**src/rtl/instr_mem_loader_pkg.sv**
```systemverilog
// Shared definitions for the instruction-memory loader.
// Holds the FSM state encoding and write-enable constants.
package instr_mem_loader_pkg;

  typedef enum logic [2:0] {
    S_IDLE,
    S_RECV,
    S_WRITE,
    S_VRD_ADDR,
    S_VRD_DATA,
    S_DONE
  } state_e;

  localparam logic [3:0] WE_ALL  = 4'hF;
  localparam logic [3:0] WE_NONE = 4'h0;

endpackage

```
**src/rtl/instr_mem_loader_word_assembler.sv**
```systemverilog
// Packs a little-endian byte stream into 32-bit words.
// word_o already includes the byte being offered this cycle.
module word_assembler (
  input  logic        clk,
  input  logic        rst_n,
  input  logic        clr_i,
  input  logic        take_i,
  input  logic [7:0]  byte_i,
  output logic [31:0] word_o,
  output logic        last_o
);

  logic [31:0] word_q;
  logic [1:0]  idx_q;

  always_comb begin
    word_o = word_q;
    word_o[8*idx_q +: 8] = byte_i;
  end

  assign last_o = take_i & (idx_q == 2'd3);

  always_ff @(posedge clk or negedge rst_n) begin
    if (!rst_n) begin
      word_q <= '0;
      idx_q  <= '0;
    end else if (clr_i) begin
      word_q <= '0;
      idx_q  <= '0;
    end else if (take_i) begin
      word_q <= word_o;
      idx_q  <= idx_q + 2'd1;
    end
  end

endmodule

```
**src/rtl/instr_mem_loader.sv**
```systemverilog
// Streams bytes into instruction memory through the debug port,
// then optionally reads it back and compares XOR checksums.
module instr_mem_loader
  import instr_mem_loader_pkg::*;
#(
  parameter int VERIFY_EN = 1,
  parameter int CNT_W     = 16
) (
  input  logic             clk,
  input  logic             rst_n,
  input  logic             start,
  input  logic [31:0]      base_addr,
  input  logic [CNT_W-1:0] word_count,
  input  logic [7:0]       byte_data,
  input  logic             byte_valid,
  output logic             byte_ready,
  output logic [31:0]      A2,
  output logic [31:0]      WD2,
  output logic [3:0]       WE2,
  input  logic [31:0]      RD2,
  output logic             cpu_hold,
  output logic             done,
  output logic             err,
  output logic [CNT_W-1:0] words_done
);

  state_e           state_q;
  logic [31:0]      base_q, a2_q, wd2_q;
  logic [31:0]      csum_w_q, csum_r_q;
  logic [CNT_W-1:0] cnt_q, wdone_q, vidx_q;
  logic [3:0]       we2_q;
  logic             rdy_q, hold_q, done_q, err_q;

  logic             idle_like, clr, take, last;
  logic [31:0]      word;
  logic [CNT_W-1:0] wdone_d, vidx_d;
  logic [31:0]      wr_addr_d, vrd_addr_d, csum_r_d;

  assign idle_like = (state_q == S_IDLE) ||
                     (state_q == S_DONE);
  assign clr  = start & idle_like;
  assign take = byte_valid & rdy_q;

  assign wdone_d    = wdone_q + CNT_W'(1);
  assign vidx_d     = vidx_q + CNT_W'(1);
  assign wr_addr_d  = base_q + (32'(wdone_q) << 2);
  assign vrd_addr_d = base_q + (32'(vidx_d) << 2);
  assign csum_r_d   = csum_r_q ^ RD2;

  word_assembler u_asm (
    .clk    (clk),
    .rst_n  (rst_n),
    .clr_i  (clr),
    .take_i (take),
    .byte_i (byte_data),
    .word_o (word),
    .last_o (last)
  );

  always_ff @(posedge clk or negedge rst_n) begin
    if (!rst_n) begin
      state_q  <= S_IDLE;
      base_q   <= '0;
      cnt_q    <= '0;
      wdone_q  <= '0;
      vidx_q   <= '0;
      csum_w_q <= '0;
      csum_r_q <= '0;
      a2_q     <= '0;
      wd2_q    <= '0;
      we2_q    <= WE_NONE;
      rdy_q    <= 1'b0;
      hold_q   <= 1'b0;
      done_q   <= 1'b0;
      err_q    <= 1'b0;
    end else begin
      case (state_q)
        S_IDLE, S_DONE: begin
          if (start) begin
            base_q   <= base_addr & ~32'h3;
            cnt_q    <= word_count;
            wdone_q  <= '0;
            vidx_q   <= '0;
            csum_w_q <= '0;
            csum_r_q <= '0;
            err_q    <= 1'b0;
            if (word_count == '0) begin
              state_q <= S_DONE;
              done_q  <= 1'b1;
            end else begin
              state_q <= S_RECV;
              done_q  <= 1'b0;
              rdy_q   <= 1'b1;
              hold_q  <= 1'b1;
            end
          end
        end
        S_RECV: begin
          if (last) begin
            state_q <= S_WRITE;
            rdy_q   <= 1'b0;
            a2_q    <= wr_addr_d;
            wd2_q   <= word;
            we2_q   <= WE_ALL;
          end
        end
        S_WRITE: begin
          we2_q    <= WE_NONE;
          csum_w_q <= csum_w_q ^ wd2_q;
          wdone_q  <= wdone_d;
          if (wdone_d != cnt_q) begin
            state_q <= S_RECV;
            rdy_q   <= 1'b1;
          end else if (VERIFY_EN != 0) begin
            state_q <= S_VRD_ADDR;
            a2_q    <= base_q;
            vidx_q  <= '0;
          end else begin
            state_q <= S_DONE;
            hold_q  <= 1'b0;
            done_q  <= 1'b1;
          end
        end
        S_VRD_ADDR: begin
          state_q <= S_VRD_DATA;
        end
        S_VRD_DATA: begin
          // RD2 now reflects the address presented last cycle
          csum_r_q <= csum_r_d;
          if (vidx_d == cnt_q) begin
            state_q <= S_DONE;
            hold_q  <= 1'b0;
            done_q  <= 1'b1;
            err_q   <= (csum_r_d != csum_w_q);
          end else begin
            state_q <= S_VRD_ADDR;
            vidx_q  <= vidx_d;
            a2_q    <= vrd_addr_d;
          end
        end
        default: state_q <= S_IDLE;
      endcase
    end
  end

  assign byte_ready = rdy_q;
  assign A2         = a2_q;
  assign WD2        = wd2_q;
  assign WE2        = we2_q;
  assign cpu_hold   = hold_q;
  assign done       = done_q;
  assign err        = err_q;
  assign words_done = wdone_q;

endmodule

```
**config.mk**
```make
export PLATFORM = sky130hd
export DESIGN_NAME = instr_mem_loader
export DESIGN_NICKNAME = d
export VERILOG_FILES = /design/src/rtl/instr_mem_loader_pkg.sv /design/src/rtl/instr_mem_loader_word_assembler.sv /design/src/rtl/instr_mem_loader.sv
export SDC_FILE = /design/constraint.sdc
export NUM_CORES = 1
export LEC_CHECK = 0
export ABC_AREA = 1
export ABC_CLOCK_PERIOD_IN_PS = 5450
export CAP_MARGIN = 20
export CELL_PAD_IN_SITES_DETAIL_PLACEMENT = 0
export CELL_PAD_IN_SITES_GLOBAL_PLACEMENT = 1
export CORE_AREA = 10 10 189 191
export CTS_BUF_LIST = sky130_fd_sc_hd__clkbuf_4
export CTS_CLUSTER_SIZE = 30
export DETAILED_ROUTE_END_ITERATION = 10
export DIE_AREA = 0 0 199 201
export PLACE_DENSITY_LB_ADDON = 0.12
export SYNTH_ARGS = -nofsm -noshare
export SYNTH_HDL_FRONTEND = slang
export SYNTH_HIERARCHICAL = 1
export SYNTH_SLANG_ARGS = --single-unit
```
**constraint.sdc**
```tcl
create_clock -name clk -period 5.45 [get_ports clk]
set_input_delay 1.3625 -clock clk [delete_from_list [all_inputs] [get_ports clk]]
set_output_delay 1.3625 -clock clk [all_outputs]
set_load 0.005 [all_outputs]
```
# [Yosys cells after proc, flatten, opt, wreduce, memory -nomap -nowiden]
# Cells that the tools add are included.
[word_totals] register_bits=251 in_bits=92
[op_classes] mux=39 n_shift=2 bitwise=5 addsub=6 reduce_logical=22 n_eq_ne=16
[ops] op="$mux 32" count=6
[ops] op="$pmux 32 s2" count=2
[ops] op="$pmux 32 s3" count=1
[ops] op="$add 32x18->32" count=2
[ops] op="$xor 32x32->32" count=2
[ops] op="$mux 16" count=3
[ops] op="$pmux 16 s3" count=1
[ops] op="$neg 5->34" count=1
[ops] op="$shift 8x34->32 const A" count=1
[ops] op="$shiftx 8x34->32" count=1
[ops] op="$add 16x1->16 const B" count=2
[ops] op="$bwmux 32" count=1
[ops] op="$ne 32x32->1" count=1
[ops] op="$pmux 16 s2" count=1
[ops] op="$eq 16x16->1" count=1
[ops] op="$logic_not 16->1" count=1
[ops] op="$ne 16x16->1" count=1
[ops] op="$pmux 3 s5" count=1
[ops] op="$ne 2x2->1 const B" count=7
[ops] op="$mux 3" count=4
[ops] op="$reduce_and 2->1" count=6
[ops] op="$reduce_and 4->1" count=3
[ops] op="$mux 1" count=10
[ops] op="$reduce_bool 3->1" count=3
[ops] op="other kinds (17)" count=28

# [Depth between registers and ports, before layout]
# Gate-level depths: netlist of the first run.
[logic_depth] depth_word=5 mapped_depth=23 depth_no_buf=23

# [Modules after synthesis]
# Netlist of the first run, hierarchy kept.
[modules_own_cells] module="instr_mem_loader" cells_per_inst=1671 seq_area_each_um2=5305.1 n_inst=1 area_per_inst_um2=12614.6
[modules_own_cells] module="word_assembler" cells_per_inst=282 seq_area_each_um2=850.8 n_inst=1 area_per_inst_um2=1889.3

# [Worst setup path before layout of the first run]
# No wires, ideal clock.
[synth_timing] kind="reg2reg" from="register state_q[1]" to="register a2_q[26] (netlist: A2[26])" path_slack_ps=2179 t_arrival_ps=3154 n_path_buf=1 path_stages_with_launch=21 period_less_slack_ps=3271 path_cell_list="dfrtp_1 nor3_2 clkinv_1 clkbuf_1 nor2_1 o21bai_1 ha_1 inv_1 fa_1 o21ai_0 nand2_1 nand2_1 nand2_1 nand2_1 nand2_1 nor2_1 nand2_1 nand2_1 inv_1 nand4_1 nand2_1"
[synth_via] elab_chain_cells=3
[synth_lines] element="start: declaration" line="instr_mem_loader.sv:27" source="state_e state_q;"
[synth_lines] element="start signal: assignment" line="instr_mem_loader.sv:62" source="state_q <= S_IDLE;"
[synth_lines] element="start signal: assignment" line="instr_mem_loader.sv:88" source="state_q <= S_DONE;"
[synth_lines] element="start signal: assignment" line="instr_mem_loader.sv:91" source="state_q <= S_RECV;"
[synth_lines] element="$eq 3x3->1 (tied with other cells)" line="instr_mem_loader.sv:77" source="case (state_q)"
[synth_lines] element="$ne 2x2->1 (no line) / $reduce_bool 3->1 (equally long branches)"
[synth_lines] element="$reduce_and 4->1 (no line)"
[synth_lines] element="end signal: assignment" line="instr_mem_loader.sv:102" source="a2_q <= wr_addr_d;"
[synth_lines] element="end signal: assignment" line="instr_mem_loader.sv:116" source="a2_q <= base_q;"
[synth_lines] element="end signal: assignment" line="instr_mem_loader.sv:138" source="a2_q <= vrd_addr_d;"
[synth_lines] element="end: declaration" line="instr_mem_loader.sv:28" source="logic [31:0] base_q, a2_q, wd2_q;"
# Parallel ways exist; a longest one is shown, timed or not.
# A chain may end at the register's enable or synchronous reset.

# [Final worst setup path of the first run]
[layout_timing] from="register state_q[2]" to="register a2_q[26] (netlist: A2[26])"
# The elaborated chain is that of the path after synthesis.

==> results of run 1 <==
sequential cells by signal (all words and copies together), names as in the netlist, 2 cells and up:
| register | cells |
|---|---|
| u_asm/word_q | 32 |
| vidx_q | 16 |
| A2 | 30 |
| cnt_q | 16 |
| words_done | 16 |
| csum_r_q | 32 |
| u_asm/idx_q | 2 |
| WD2 | 32 |
| base_q | 30 |
| state_q | 3 |
| csum_w_q | 32 |
report_power, final:
group          total [uW]  internal [uW]  switching [uW]  leakage [uW]
combinational        3880           1490            2380       0.00502
sequential           3090           2490             596       0.00328
clock                1870           1020             845      0.000549
total                8840           5010            3830       0.00885
metal layers:
layer  vias to the layer above  routed length, um  GRT usage, %
met3                        84               3351         6.370
met4                         0               1561         10.55
met5                         -                  0             0
li1                       6718                  -             -
met2                       404              22650         38.53
met1                      6428              20420         29.96
worst max-delay path: stages (launching register included):
cell      delay, ns
dfrtp_1        0.38
inv_1          0.13
nor3_4         0.14
clkinv_1       0.52
nor2_1         0.30
o21bai_1       0.23
ha_1           0.26
inv_1          0.08
fa_1           0.42
o21ai_0        0.45
nand2_1        0.11
nand2_1        0.17
nand2_1        0.07
nand2_1        0.18
nand2_1        0.13
o21ai_0        0.17
nand2_1        0.07
inv_1          0.06
nand4_1        0.08
nand2_1        0.10
stage by stage:
step / util [%] / instance area [um2] / cells
global route: 54.69 / 17520 / 2602
CTS: 54.68 / 17520 / 2601
global placement: 51.76 / 16580 / 2482
detailed placement: 51.76 / 16580 / 2482
finish: 54.69 / 17520 / 2602
floorplan: - / 14510 / 1954
synth_stat cells, types with 4 or more instances:
library cell,number,area (um2)
o22ai_1,25,156.4
nand2_1,709,2661
o21bai_1,12,90.09
nor3_1,16,80.08
or2_2,9,56.30
nand3_1,146,730.7
mux2_2,32,360.4
buf_2,11,55.05
xor2_1,72,630.6
a21oi_1,28,140.1
inv_1,184,690.7
nand2_2,6,37.54
o21ai_0,102,510.5
nand4_1,85,531.8
buf_4,8,60.06
clkinv_1,4,15.01
ha_1,24,300.3
o21ai_1,11,55.05
buf_1,10,37.54
buf_6,6,67.56
inv_2,4,15.01
nor2_1,109,409.1
nor4_1,6,37.54
dfrtp_1,246,6156
xnor2_1,20,175.2
nor2_4,7,78.83
nor2_2,8,50.05
clkbuf_1,38,142.6
cell families after synthesis:
group / share of synthesized area (%)
XOR/XNOR: 5.711
adder cells (fa/ha/maj): 2.208
buffers and inverters: 7.471
multiplexers: 2.485
flip-flops: 42.44
AO/OA/AOI/OAI: 6.944
AND/OR/NAND/NOR: 32.71
other: 0.02586
final timing paths:
kind	from	end	slack, ns	cells past startpoint
worst min register to register	A2[3]	A2[3]	0.47	2
worst max-delay path	state_q[2]	A2[26]	1.38	19
max in group asynchronous	rst_n	csum_r_q[14]	3.80	2
worst min-delay path	A2[3]	A2[3]	0.47	2
min in group asynchronous	rst_n	base_q[14]	0.58	1
worst max register to register	state_q[2]	A2[26]	1.38	19
cell type report:
class / instances / area, um2 / share of cell area, %
clock buffers: 106 / 795.8 / 4.542
flip-flops and latches: 246 / 6156 / 35.13
multi-input cells: 1443 / 7292 / 41.62
inverters: 192 / 720.7 / 4.113
clock inverters: 13 / 140.1 / 0.7998
diodes: 1 / 2.502 / 0.01428
well taps: 408 / 510.5 / 2.913
repair buffers: 193 / 1904 / 10.87
layout by cell type, fill, tap and decap left out, types with 11 or more instances in the layout:
cell	netlist	routed
o22ai_1	25	25
o21bai_1	12	12
xnor2_1	20	20
clkdlybuf4s50_1	0	174
nor2_1	109	106
ha_1	24	24
clkbuf_4	0	106
o21ai_0	102	102
nand2_1	709	709
nand4_1	85	85
mux2_2	32	32
nor3_1	16	16
o21ai_1	11	11
nand3_1	146	146
inv_1	184	184
buf_4	8	17
dfrtp_1	246	246
xor2_1	72	72
a21oi_1	28	28
==> results.cfg, run 1 <==
[timing]
drv_slew = 0
worst_slew_pin_slew_ns = 0.8365
skew_ns = 0.04070
max_slew_margin_pct = 44.23
finalSetupViolations = 0
final.setup.tns_ns = 0
fin_ws_ns = 1.384
min_period_ns = 4.066
rsz0062_at_grt = no
timing.fmax_ghz = 0.2460
finalHoldViolations = 0
holdWs_ns = 0.4661
finalCritPeriodShare_pct = 74.60

[setup_path]
crit_type = register to register
critPathMaxFanout = 14
critPathLaunchType = register
critPathArrivalTime_ns = 4.77
setup.worst_path.end_class = register
cp_data_required_time_ns = 6.15

[floorplan]
die_width_um = 199
io_pins = 180
initial_utilization_pct = 45.27
fp.dieH_um = 201
row_count = 66
coreArea_um2 = 32040
die-area_um2 = 40000

[pwr]
power.leakage_uw = 0.008848
power_density_nw_per_um2 = 504.2
power_uw = 8835
ir_drop_mv = 0.2846

[final_layout]
fin_nets = 2265
area_growth_pct = 20.81
n_fill_cell = 3169
drive_gt1_share_pct = 9.485

[detailed_routing]
drt-pass1-iter-count = 5
vias_per_cell = 5.240
vias = 13634
ant_nets = 0
post_drt_wl_per_cell_um = 18.44
drc = 0
drtIter0Drc = 889
routed_wl_um = 47980

[synth]
ys_seq_area_share_pct = 42.44
ys_async_sr_fraction_pct = 100.0
synthFlopType = dfrtp_1
synth_edf_count = 0
syn_area_um2 = 14500
netlist_instances = 1953
syn_avg_cell_area_um2 = 7.426
yosysWarnings = 6
ys_types = 42
ys_seq_elements = 246

[global_route]
track_usage_pct = 24.13
antenna_found_initial = 1
grt-ovfl-total = 0
grt_max_degree = 95
grt_pass1_wl_um = 76100
grt_pass1_vias = 13833

[cts]
postCtsSetupRepairBufs = 0
htreeDepth = 3
cts_hold_buffers = 0
clock_sinks = 246
cts_tree = yes
insertion_delay_ns = 0.77
cts_buffers = 72
clkSlewWorstSetupHoldPaths_ns = 0.06
clk_path_buf_depth = 3
cts_resized = 0
cts_root_buf = clkbuf_4

[placement]
place_ws_ns = 1.432
hpwl_um = 34810
gp_congestion = 0.9080
io_buffer_count = 175

[hold_path]
worst_hold_path_type = register to register

[run_status]
status = finished, final reports clean

[job]
drv_cap = 0
Note: power is estimated with default switching activity, not from simulation.
==> run 2, diff against run 1 <==
--- a/config.mk
+++ b/config.mk
@@ -6,15 +6,15 @@
 export NUM_CORES = 1
 export LEC_CHECK = 0
 export ABC_AREA = 1
-export ABC_CLOCK_PERIOD_IN_PS = 5450
+export ABC_CLOCK_PERIOD_IN_PS = 4100
 export CAP_MARGIN = 20
 export CELL_PAD_IN_SITES_DETAIL_PLACEMENT = 0
 export CELL_PAD_IN_SITES_GLOBAL_PLACEMENT = 1
-export CORE_AREA = 10 10 189 191
+export CORE_AREA = 10 10 197 199
 export CTS_BUF_LIST = sky130_fd_sc_hd__clkbuf_4
 export CTS_CLUSTER_SIZE = 30
 export DETAILED_ROUTE_END_ITERATION = 10
-export DIE_AREA = 0 0 199 201
+export DIE_AREA = 0 0 207 209
 export PLACE_DENSITY_LB_ADDON = 0.12
 export SYNTH_ARGS = -nofsm -noshare
 export SYNTH_HDL_FRONTEND = slang
==> constraint.sdc (replaced) <==
create_clock -name clk -period 4.1 [get_ports clk]
set_input_delay 1.025 -clock clk [delete_from_list [all_inputs] [get_ports clk]]
set_output_delay 1.025 -clock clk [all_outputs]
set_load 0.005 [all_outputs]
==> run 2 against run 1 <==
Effect of this change:
- register-to-register slack worse by 0.87 ns
- core utilization is 4.3 points lower
- count of clock-buffer cells in the layout is the same
- maximum frequency grew 13%
- sequential power up 32%
- sequential share of layout area down 0.24 points
- final area increased by 0.70%
- first-iteration DRC count decreased by 2.5%
- worst setup slack got worse by 0.87 ns
- largest power group unchanged
- clock power grew 29%
==> results.cfg, run 2 (synthesis results as in run 1) <==
[floorplan]
die-area_um2 = 43260
io_pins = 180
fp.dieH_um = 209
coreArea_um2 = 35050
row_count = 69
die_width_um = 207
initial_utilization_pct = 41.38

[setup_path]
path_cells = ha_1, nand2_1, nor2_4, nand4_1, a21oi_1, o21bai_1, ha_1, nand2_1, nor3_1, nand2_1, inv_1, nand4_1, nand3_1, nand2_1, nand2_1, nand2_1, inv_1, nand4_1, nand2_1
worst_path_max_delay_cell = dfrtp_1
critPathLaunchType = register
critPathArrivalTime_ns = 4.24
critPathMaxFanout = 10
slowest_delay_ns = 0.48
cp_data_required_time_ns = 4.75
setup.worst_path.end_class = register
worst_path_most_repeated_cell = nand2_1
crit_type = register to register

[detailed_routing]
ant_nets = 0
routed_wl_um = 47890
post_drt_wl_per_cell_um = 17.96
vias_per_cell = 5.122
drtIter0Drc = 867
drt-pass1-iter-count = 5
vias = 13656
drc = 0

[cts]
clock_sinks = 246
insertion_delay_ns = 0.74
cts_hold_buffers = 0
clkSlewWorstSetupHoldPaths_ns = 0.06
cts_resized = 0
cts_tree = yes
cts_buffers = 72
htreeDepth = 3
clk_path_buf_depth = 3
cts_root_buf = clkbuf_4
postCtsSetupRepairBufs = 0

[final_layout]
regArea_um2 = 6156
drive_gt1_share_pct = 9.628
area_growth_pct = 21.65
final_common_cell = nand2_1
n_fill_cell = 3591
instances_no_fill = 2666
multi_input_area_um2 = 7292
final_cell_mix = nand2_1 (709), dfrtp_1 (246), inv_1 (184)
fin_nets = 2271

[timing]
min_period_ns = 3.588
skew_ns = 0.04716
final.setup.tns_ns = 0
finalCritPeriodShare_pct = 87.52
finalSetupViolations = 0
drv_slew = 0
finalHoldViolations = 0
max_slew_margin_pct = 36.46
worst_slew_pin_slew_ns = 0.9531
rsz0062_at_grt = no
fin_ws_ns = 0.5116
timing.fmax_ghz = 0.2787

[global_route]
grt-ovfl-total = 0
grt_pass1_wl_um = 75070
track_usage_pct = 21.51
grt_max_degree = 105
antenna_found_initial = 2
grt_pass1_vias = 13583

[placement]
io_buffer_count = 175
hpwl_um = 35180
place_ws_ns = 0.5398
gp_congestion = 0.9108
dp_cells = 2541

[job]
drv_cap = 0

[run_status]
status = finished, final reports clean

[pwr]
power.leakage_uw = 0.008878
ir_drop_mv = 0.4146
power_uw = 11710
power_density_nw_per_um2 = 663.6

[hold_path]
worst_hold_path_type = input pin to asynchronous set/reset pin
-- run 2: cell count changes in the layout (fill, tap and decap cells not counted) --
cell	change
clkinv_1	+5
buf_4	+4
buf_12	+2
diode_2	+2
bufinv_16	-1
clkinv_4	+1
clkinvlp_4	-1
inv_6	-1
-- run 2: critical path: cells and delay by family, from the launching register on --
family                   cells  cell delay [ns]
buffers and inverters        2             0.15
AND/OR/NAND/NOR             13             1.87
AO/OA/AOI/OAI                2             0.53
adder cells (fa/ha/maj)      2             0.48
flip-flops                   1             0.48
-- run 2: final cells by class --
class / count / share of cell area [%]
inverter: 192 / 4.085
clock buffer: 106 / 4.510
antenna: 3 / 0.04255
multi-input combinational: 1443 / 41.33
tap: 461 / 3.269
timing repair buffer: 199 / 11.19
clock inverter: 16 / 0.6878
sequential: 246 / 34.89
-- run 2: through the flow --
step	utilization (%)	cell area, um2	hold WS [ns]
2_1_floorplan	-	14510	0.4492
3_3_place_gp	47.70	16720	0.4580
3_5_place_dp	47.70	16720	0.4604
4_1_cts	50.32	17640	0.3228
5_1_grt	50.33	17640	0.3400
6_report	50.34	17640	0.2964
-- run 2: report_power, final --
| part | internal [uW] | switching (uW) |
|---|---|---|
| combinational | 2020 | 3190 |
| sequential | 3310 | 762 |
| clock | 1300 | 1120 |
-- run 2: final timing paths --
path / from / slack [ns] / to / cells past startpoint
min in group clk: A2[4] / 0.47 / A2[4] / 2
worst max-delay path: vidx_q[0] / 0.51 / A2[20] / 19
worst min register to register: A2[4] / 0.47 / A2[4] / 2
max in group asynchronous: rst_n / 2.78 / vidx_q[2] / 2
worst min-delay path: rst_n / 0.30 / A2[18] / 1
worst max register to register: vidx_q[0] / 0.51 / A2[20] / 19
-- run 2: metal layers --
layer | vias up | wire (um) | GRT usage (%)
li1 | 6753 | - | -
met1 | 6415 | 20820 | 26.59
met2 | 396 | 22350 | 35.08
met3 | 92 | 3251 | 6.010
met4 | 0 | 1477 | 7.979
met5 | - | 0 | 0
